==> config.mk <==
export PLATFORM = sky130hd
export DESIGN_NAME = instr_prefetch_ctrl
export DESIGN_NICKNAME = d
export VERILOG_FILES = /design/src/rtl/instr_prefetch_ctrl.sv
export SDC_FILE = /design/constraint.sdc
export NUM_CORES = 1
export LEC_CHECK = 0
export BUFFER_PORTS_ARGS = -buffer_cell sky130_fd_sc_hd__buf_2
export CAP_MARGIN = 20
export CORE_ASPECT_RATIO = 2
export CORE_MARGIN = 4
export CORE_UTILIZATION = 50
export CTS_CLUSTER_SIZE = 28
export DETAILED_ROUTE_END_ITERATION = 12
export GPL_ROUTABILITY_DRIVEN = 0
export PLACE_DENSITY = 0.8
export SYNTH_ARGS = -nofsm -noshare
export SYNTH_HDL_FRONTEND = slang
export SYNTH_SLANG_ARGS = --single-unit
==> constraint.sdc <==
create_clock -name clk -period 7.78 [get_ports clk]
set_clock_uncertainty 0.15 [all_clocks]
set_input_delay 1.167 -clock clk [delete_from_list [all_inputs] [get_ports clk]]
set_output_delay 1.167 -clock clk [all_outputs]
set_load 0.01 [all_outputs]
==> src/rtl/instr_prefetch_ctrl.sv <==
// Instruction prefetch controller: streams instr_count words from base_addr into a downstream FIFO.
// Latency: read data arrives one cycle after i_instr_rd_en and is written that same cycle when the FIFO has room.
// Backpressure: fifo_full parks one word in a skid register and stalls reads; INSTR_PREFETCH_EOP_EN adds an end-of-program opcode.
module instr_prefetch_ctrl #(
  parameter int ADDR_WIDTH  = 16,
  parameter int INSTR_WIDTH = 64
) (
  input  logic                   clk,
  input  logic                   rst,
  input  logic                   start,
  input  logic [ADDR_WIDTH-1:0]  base_addr,
  input  logic [15:0]            instr_count,
  input  logic [INSTR_WIDTH-1:0] i_instr,
  output logic [ADDR_WIDTH-1:0]  i_instr_addr,
  output logic                   i_instr_rd_en,
  input  logic                   fifo_full,
  output logic [INSTR_WIDTH-1:0] o_instr,
  output logic                   o_instr_wr_en,
  output logic                   busy,
  output logic                   done,
  output logic [15:0]            fetched
);

  typedef enum logic [1:0] {IDLE, FETCH, DRAIN, DONE} state_t;

  localparam logic [ADDR_WIDTH-1:0] ADDR_ONE = 1;

  state_t                 state_q;
  logic [ADDR_WIDTH-1:0]  addr_q;
  logic [15:0]            remain_q;
  logic [15:0]            fetched_q;
  logic                   pend_q;
  logic                   skid_vld_q;
  logic [INSTR_WIDTH-1:0] skid_q;
  logic                   busy_q;
  logic                   done_q;

  logic                   active;
  logic                   wr_skid;
  logic                   wr_new;
  logic                   to_skid;
  logic                   eop_hit;
  logic                   rd_go;
  logic                   drain_empty;
  logic [ADDR_WIDTH-1:0]  addr_d;
  logic [15:0]            remain_d;
  logic [15:0]            fetched_d;

  assign active = (state_q == FETCH) || (state_q == DRAIN);

  // A read is only issued with the skid empty and the FIFO open, so a
  // returning word never meets an occupied skid register.
  assign wr_skid = active && skid_vld_q && !fifo_full;
  assign wr_new  = active && pend_q && !skid_vld_q && !fifo_full;
  assign to_skid = active && pend_q && !skid_vld_q && fifo_full;

  assign o_instr_wr_en = wr_skid || wr_new;
  assign o_instr       = wr_skid ? skid_q : (wr_new ? i_instr : '0);

`ifdef INSTR_PREFETCH_EOP_EN
  assign eop_hit = o_instr_wr_en && (o_instr[63:56] == 8'hFF);
`else
  assign eop_hit = 1'b0;
`endif

  assign rd_go = (state_q == FETCH) && (remain_q != 16'd0) && !fifo_full
                 && !skid_vld_q && !eop_hit;

  // True when whatever is outstanding leaves the block during this cycle.
  assign drain_empty = !(pend_q && !wr_new) && !(skid_vld_q && !wr_skid);

  assign addr_d    = addr_q + ADDR_ONE;
  assign remain_d  = remain_q - 16'd1;
  assign fetched_d = fetched_q + 16'd1;

  assign i_instr_addr  = addr_q;
  assign i_instr_rd_en = rd_go;
  assign busy          = busy_q;
  assign done          = done_q;
  assign fetched       = fetched_q;

  always_ff @(posedge clk or negedge rst) begin
    if (!rst) begin
      state_q    <= IDLE;
      addr_q     <= '0;
      remain_q   <= '0;
      fetched_q  <= '0;
      pend_q     <= 1'b0;
      skid_vld_q <= 1'b0;
      skid_q     <= '0;
      busy_q     <= 1'b0;
      done_q     <= 1'b0;
    end else begin
      pend_q <= rd_go;
      done_q <= 1'b0;

      if (to_skid) begin
        skid_vld_q <= 1'b1;
        skid_q     <= i_instr;
      end else if (wr_skid) begin
        skid_vld_q <= 1'b0;
      end

      if (o_instr_wr_en) begin
        fetched_q <= fetched_d;
      end

      if (rd_go) begin
        addr_q   <= addr_d;
        remain_q <= remain_d;
      end

      case (state_q)
        IDLE: begin
          if (start) begin
            fetched_q <= '0;
            addr_q    <= base_addr;
            remain_q  <= instr_count;
            busy_q    <= 1'b1;
            if (instr_count == 16'd0) begin
              state_q <= DONE;
              done_q  <= 1'b1;
            end else begin
              state_q <= FETCH;
            end
          end
        end
        FETCH: begin
          if (eop_hit) begin
            state_q <= DONE;
            done_q  <= 1'b1;
          end else if (rd_go && (remain_q == 16'd1)) begin
            state_q <= DRAIN;
          end
        end
        DRAIN: begin
          if (eop_hit || drain_empty) begin
            state_q <= DONE;
            done_q  <= 1'b1;
          end
        end
        DONE: begin
          busy_q  <= 1'b0;
          state_q <= IDLE;
        end
        default: state_q <= IDLE;
      endcase
    end
  end

endmodule
=== Word level (Yosys, flattened, before mapping) ===
Index checks and enable logic that the tools add are counted.

* Add/sub/neg operators: 3
* Equality and inequality tests: 7
* Mux-type cells: 24
* Reduce and logical (&&, ||, !) cells: 28

{| class="wikitable"
|+ Operators with widths
! operator !! number
|-
| 16-bit 2-to-1 mux || 9
|-
| 64-bit 2-to-1 mux || 2
|-
| 16-bit by 1-bit adder with 16-bit output, second input constant || 2
|-
| 16-bit by 1-bit == test with 1-bit output, second input constant || 1
|-
| 16-bit zero test || 1
|-
| 16-bit nonzero test || 1
|-
| 16-bit by 1-bit subtractor with 16-bit output, second input constant || 1
|-
| 1-bit logical AND || 13
|-
| 2-bit 2-to-1 mux || 4
|-
| 2-bit one-hot mux with 4 select lines || 1
|-
| 1-bit zero test || 6
|-
| 1-bit 2-to-1 mux || 6
|-
| 2-bit == test, second input constant || 2
|-
| 2-bit != test, second input constant || 2
|-
| 1-bit one-hot mux with 2 select lines || 2
|-
| 2-bit nonzero test || 2
|-
| 3-bit AND reduction || 1
|-
| 2-bit by 1-bit == test with 1-bit output, second input constant || 1
|-
| 2-bit zero test || 1
|-
| 1-bit logical OR || 2
|-
| 2-bit by 1-bit != test with 1-bit output, second input constant || 1
|-
| 2-bit AND reduction || 1
|}

* Bits in registers: 118
* Input port bits: 100
* Output and inout bits: 100
* Word-level logic and storage cells: 71

=== Logic depth before layout (Yosys ltp) ===
* Depth in word-level cells: 11
* Gate-level depth with buffers: 8
* Gate-level depth less buffers: 8

=== Worst setup path before layout ===
No wires, ideal clock.

* Kind: input to output
* Start: input port fifo_full
* End: output port o_instr[10]
* Arrival: 2.377 ns
* Required time: 6.463 ns
* Setup slack: 4.086 ns
* Stages: 6
* Path buffers: 2
* Cell sequence: nor2b_1 -> and2_1 -> clkbuf_1 -> clkbuf_1 -> nand2_1 -> a21oi_1

* Cells in the longest elaborated chain, start to end: 4
* Elaborated cells between the ends (all ways): 5
* Classes of those cells: mux (2); reduce/logical (3)

{| class="wikitable"
|+ RTL lines
! what !! line !! RTL
|-
| from (decl) || 16 || <nowiki>input logic fifo_full,</nowiki>
|-
| 1-bit zero test * || 53, 54 ||
|-
| 1-bit logical AND || 54 || <nowiki>assign wr_new = active && pend_q && !skid_vld_q && !fifo_full;</nowiki>
|-
| 64-bit 2-to-1 mux || 58 || <nowiki>assign o_instr = wr_skid ? skid_q : (wr_new ? i_instr : '0);</nowiki>
|-
| 64-bit 2-to-1 mux * || 58 ||
|-
| to (decl) || 17 || <nowiki>output logic [INSTR_WIDTH-1:0] o_instr,</nowiki>
|}

Mark *: on every way between the ends. The rest lies on a longest branch, timed or not.

=== Worst setup path in the final report ===
* Start: register remain_q[0]
* End: output port i_instr_rd_en

* Cells in the longest elaborated chain, start to end: 4

{| class="wikitable"
|+ RTL lines
! what !! line !! RTL
|-
| from (decl) || 30 || <nowiki>logic [15:0] remain_q;</nowiki>
|-
| from (signal assigned) || 110 || <nowiki>remain_q <= remain_d;</nowiki>
|-
| from (signal assigned) || 118 || <nowiki>remain_q <= instr_count;</nowiki>
|-
| 16-bit nonzero test || 66 || <nowiki>assign rd_go = (state_q == FETCH) && (remain_q != 16'd0) && !fifo_full</nowiki>
|-
| 1-bit logical AND (2 in series) || 66 ||
|-
| 1-bit logical AND || 67 || <nowiki>&& !skid_vld_q && !eop_hit;</nowiki>
|-
| to (decl) || 15 || <nowiki>output logic i_instr_rd_en,</nowiki>
|}

Every way passes these cells.

==> results by stage <==
Timing:
- The number of hold-slack violations in the final timing report is 0.
- Adding up every negative setup slack in the final design gives 0 ns.
- The least setup slack across all paths after layout is 3.449 ns.
- Dividing the final minimum period by the clock period gives 55.67%.
- Setup repair after global routing left no endpoint under its margin.
- For the pin with the worst max-slew slack, the measured transition is 0.9478 ns.
- The minimum clock period after layout is 4.331 ns.
- The max-slew violation count came to 0.
- Based on the critical path, the design can be clocked at up to 230.9 MHz.
- Measured against its own limit, the worst slew margin works out to 36.66%.
- The setup-violating endpoint count in the final report is 0.

Global routing:
- Global routing used 24.05% of the available tracks across all layers.
- The number of global-route vias before repair is 5777.
- The first global-routing pass estimated 27810 um of wire.
- For this run the aggregate overflow at the end of global routing stands at 0.
- The initial antenna violation count is 0.
- Entering global routing, the biggest net connects 69 pins.

Drt:
- The average routed wire per standard cell is about 17 um.
- The first routing iteration left roughly 230 violations.
- For this run, design rule violations remaining after detail routing come to 0.
- The detail route stage leaves a number of antenna-violating nets equal to 0.
- For this block, the routed nets add up to roughly 17000 um of wire.
- In the routed layout, each cell is associated on average with a via count of 5.564.
- For this run, the detailed router's first-pass iteration total came to 4.
- The routed layout has 5742 vias.

Placement:
- The half-perimeter wire length after detailed placement is 12470 um.
- The total of buffers placed on input and output ports is 199.
- Timing analysis after detailed placement gives a worst setup slack of 3.543 ns.

Pwr:
- The completed layout was analyzed and its total power is 2.833 mW.
- Dividing total power by cell area gives a power density of 352.3 nW/um^2.
- In this run the static leakage power is 3.905 nW.
- Across the VDD grid, the largest voltage drop is 0.2116 mV.

Clock tree:
- Post-CTS timing repair inserted 0 buffers for setup.
- The clock passes through at most 2 buffers.
- The CTS buffer count is 17.
- Buffers inserted to repair hold after CTS numbered 0.
- The TritonCTS clock tree is built.
- The H-tree was split into 4 levels.
- The later-pin clock latency in the skew report is 0.40 ns.
- The number of sinks driven by the clock tree is 118.
- The master cell of the clock root buffer is clkbuf_16.
- The number of gates resized after CTS is 0.
- The clock transition at the registers of the reported paths is approximately 0.06 ns.

Critical path:
- The sort of element at the end of the critical path is a primary output.
- Data on the critical path arrives at its endpoint at 3.01 ns.
- For the worst flop-to-flop path, the logic depth is 7.
- The startpoint of the worst-slack reg-to-reg timing path is remain_q[0]$_DFF_PN0_.
- The worst setup path is launched from a flip-flop.
- Setup slack on the worst reg-to-reg path comes out at 4.86 ns.
- The most critical setup path has its endpoint at i_instr_rd_en.
- The most critical setup path has its startpoint at remain_q[0]$_DFF_PN0_.
- The critical path is of the reg2out type.
- The worst register-to-register path ends at i_instr_addr[1]$_DFF_PN0_.
- The maximum fanout along the worst path is 9.
- For the worst setup path, the data required time is about 6.5 ns.

Synthesis:
- The fraction of registers with async set or reset after synthesis is 100.0%.
- Synthesis produced a netlist with a net count of a little under 800.
- The netlist uses 44 different library cells.
- Counting flops and latches in the post-synthesis netlist gives 118.
- The sequential share of the synthesized area is 47.04%.
- After technology mapping, the gate count stands at 686.
- The netlist area before placement is roughly 6300 um^2.
- For this run, the number of Yosys warnings is 0.
- The share of the synthesized area in the top cell type is 47.04%.
- The predominant post-synthesis flop cell is dfrtp_1.
- Sorting the synthesized cells by area gives the leading types as dfrtp_1, mux2_2, nand2_1.
- The count of flip-flops with a built-in enable after synthesis is 0.
- A synthesized cell averages 9.151 um^2.
- Yosys instantiated no cell more often than nand2_1.
- After synthesis, the most frequently instantiated cells are nand2_1, dfrtp_1, a21oi_1.
- The leading area contributor after synthesis is dfrtp_1.

Layout:
- Cells fill about two thirds of the core in the end.
- 0 antenna diodes ended up in the layout.
- The area taken by multi-input logic gates is 3134 um^2.
- The fraction of final layout cells with drive strength greater than 1 is a little over a third.
- Relative to the synthesized area, the layout overhead comes to 28.12%.
- The layout filler cell count is just over 1000.
- The register cell area after layout is roughly 3000 um^2.
- The number of nets at the end of the flow is 981.

Die:
- The initial cell density of the core is 51.47%.
- The floorplan step defined a die boundary enclosing 14520 um^2.
- The floorplan has 57 rows.
- The placeable core region is roughly 12000 um^2.
- The floorplan step set the die width to 87.23 um.
- The die is 166.5 um tall.
- For this design the top-level I/O count stands at 200.

Outcome:
- The flow ran to the end, and the final reports show no timing, DRC or antenna violations.

Job:
- The number of max-cap violations is 0.

Hold path:
- In this run the worst hold path is classified as reg2reg.
[critical path: stages, from the launching register on]
cell and delay [ns]:
dfrtp_1 0.40, inv_1 0.14, ha_1 0.20, nor4b_1 0.58, nand3b_1 0.51, o21ai_2 0.47, inv_1 0.14, buf_2 0.17
[final cells by class]
class                   count  area share (%)
clock inverters            15           2.707
flip-flops and latches    118           36.71
multi-input cells         516           38.97
repair buffers            207           13.47
well taps                 147           2.287
clock buffers              17           5.289
inverters                  12          0.5601
[kinds of logic after synthesis]
family / synth area share [%]
XOR/XNOR: 5.581
AO/OA/AOI/OAI: 11.24
flip-flops: 47.04
AND/OR/NAND/NOR: 19.12
adder cells (fa/ha/maj): 1.794
buffers and inverters: 3.269
multiplexers: 11.96
[cells in the final DEF, fill, tap and decap left out, types with 16 or more instances in the layout]
cell type and instances:
buf_2 198, nand2_1 163, dfrtp_1 118, a21oi_1 80, mux2_2 64, nor2_1 36, o21ai_0 28, xnor2_1 25
clkbuf_16 17, nor4_1 16
[state kept, by name (all words and copies together) (netlist names)]
signal,flops
i_instr_addr,16
state_q,2
done,1
skid_q,64
remain_q,16
pend_q,1
skid_vld_q,1
busy,1
fetched,16
[how the worst min path moves through the flow]
stage / start / to / slack, ns / cells after the start
after global routing: skid_q[30]$_DFFE_PN0P_ / skid_q[30]$_DFFE_PN0P_ / 0.36 / 1
after CTS: skid_q[30]$_DFFE_PN0P_ / skid_q[30]$_DFFE_PN0P_ / 0.36 / 1
after detailed placement: skid_q[28]$_DFFE_PN0P_ / skid_q[28]$_DFFE_PN0P_ / 0.34 / 1
final: skid_q[56]$_DFFE_PN0P_ / skid_q[56]$_DFFE_PN0P_ / 0.35 / 1
after floorplan: skid_q[22]$_DFFE_PN0P_ / skid_q[22]$_DFFE_PN0P_ / 0.33 / 1
after global placement: skid_q[57]$_DFFE_PN0P_ / skid_q[57]$_DFFE_PN0P_ / 0.34 / 1
[stage by stage]
stage          hold WS [ns]  cells  instance area, um^2
2_1_floorplan        0.3293    686                 6277
3_3_place_gp         0.3355    998                 7360
3_5_place_dp         0.3423   1000                 7400
4_1_cts              0.3558   1032                 8043
5_1_grt              0.3619   1032                 8043
6_report             0.3539   1032                 8043
[per-layer routing]
| metal | global-route usage (%) | wire length, um | vias to the layer above | share of wire [%] |
|---|---|---|---|---|
| met4 | 10.35 | 613 | 0 | 3.6 |
| met5 | 0 | 0 | - | 0 |
| li1 | - | - | 2748 | - |
| met3 | 6.871 | 1277 | 40 | 7.5 |
| met1 | 26.10 | 6200 | 2715 | 36 |
| met2 | 42.44 | 8993 | 239 | 53 |
[power by group]
group	internal, mW	switching [mW]	leakage (nW)
registers	0.871	0.190	1.47
clock network	0.544	0.296	0.311
logic	0.420	0.512	2.12
Note: power is estimated with default switching activity, not from simulation.
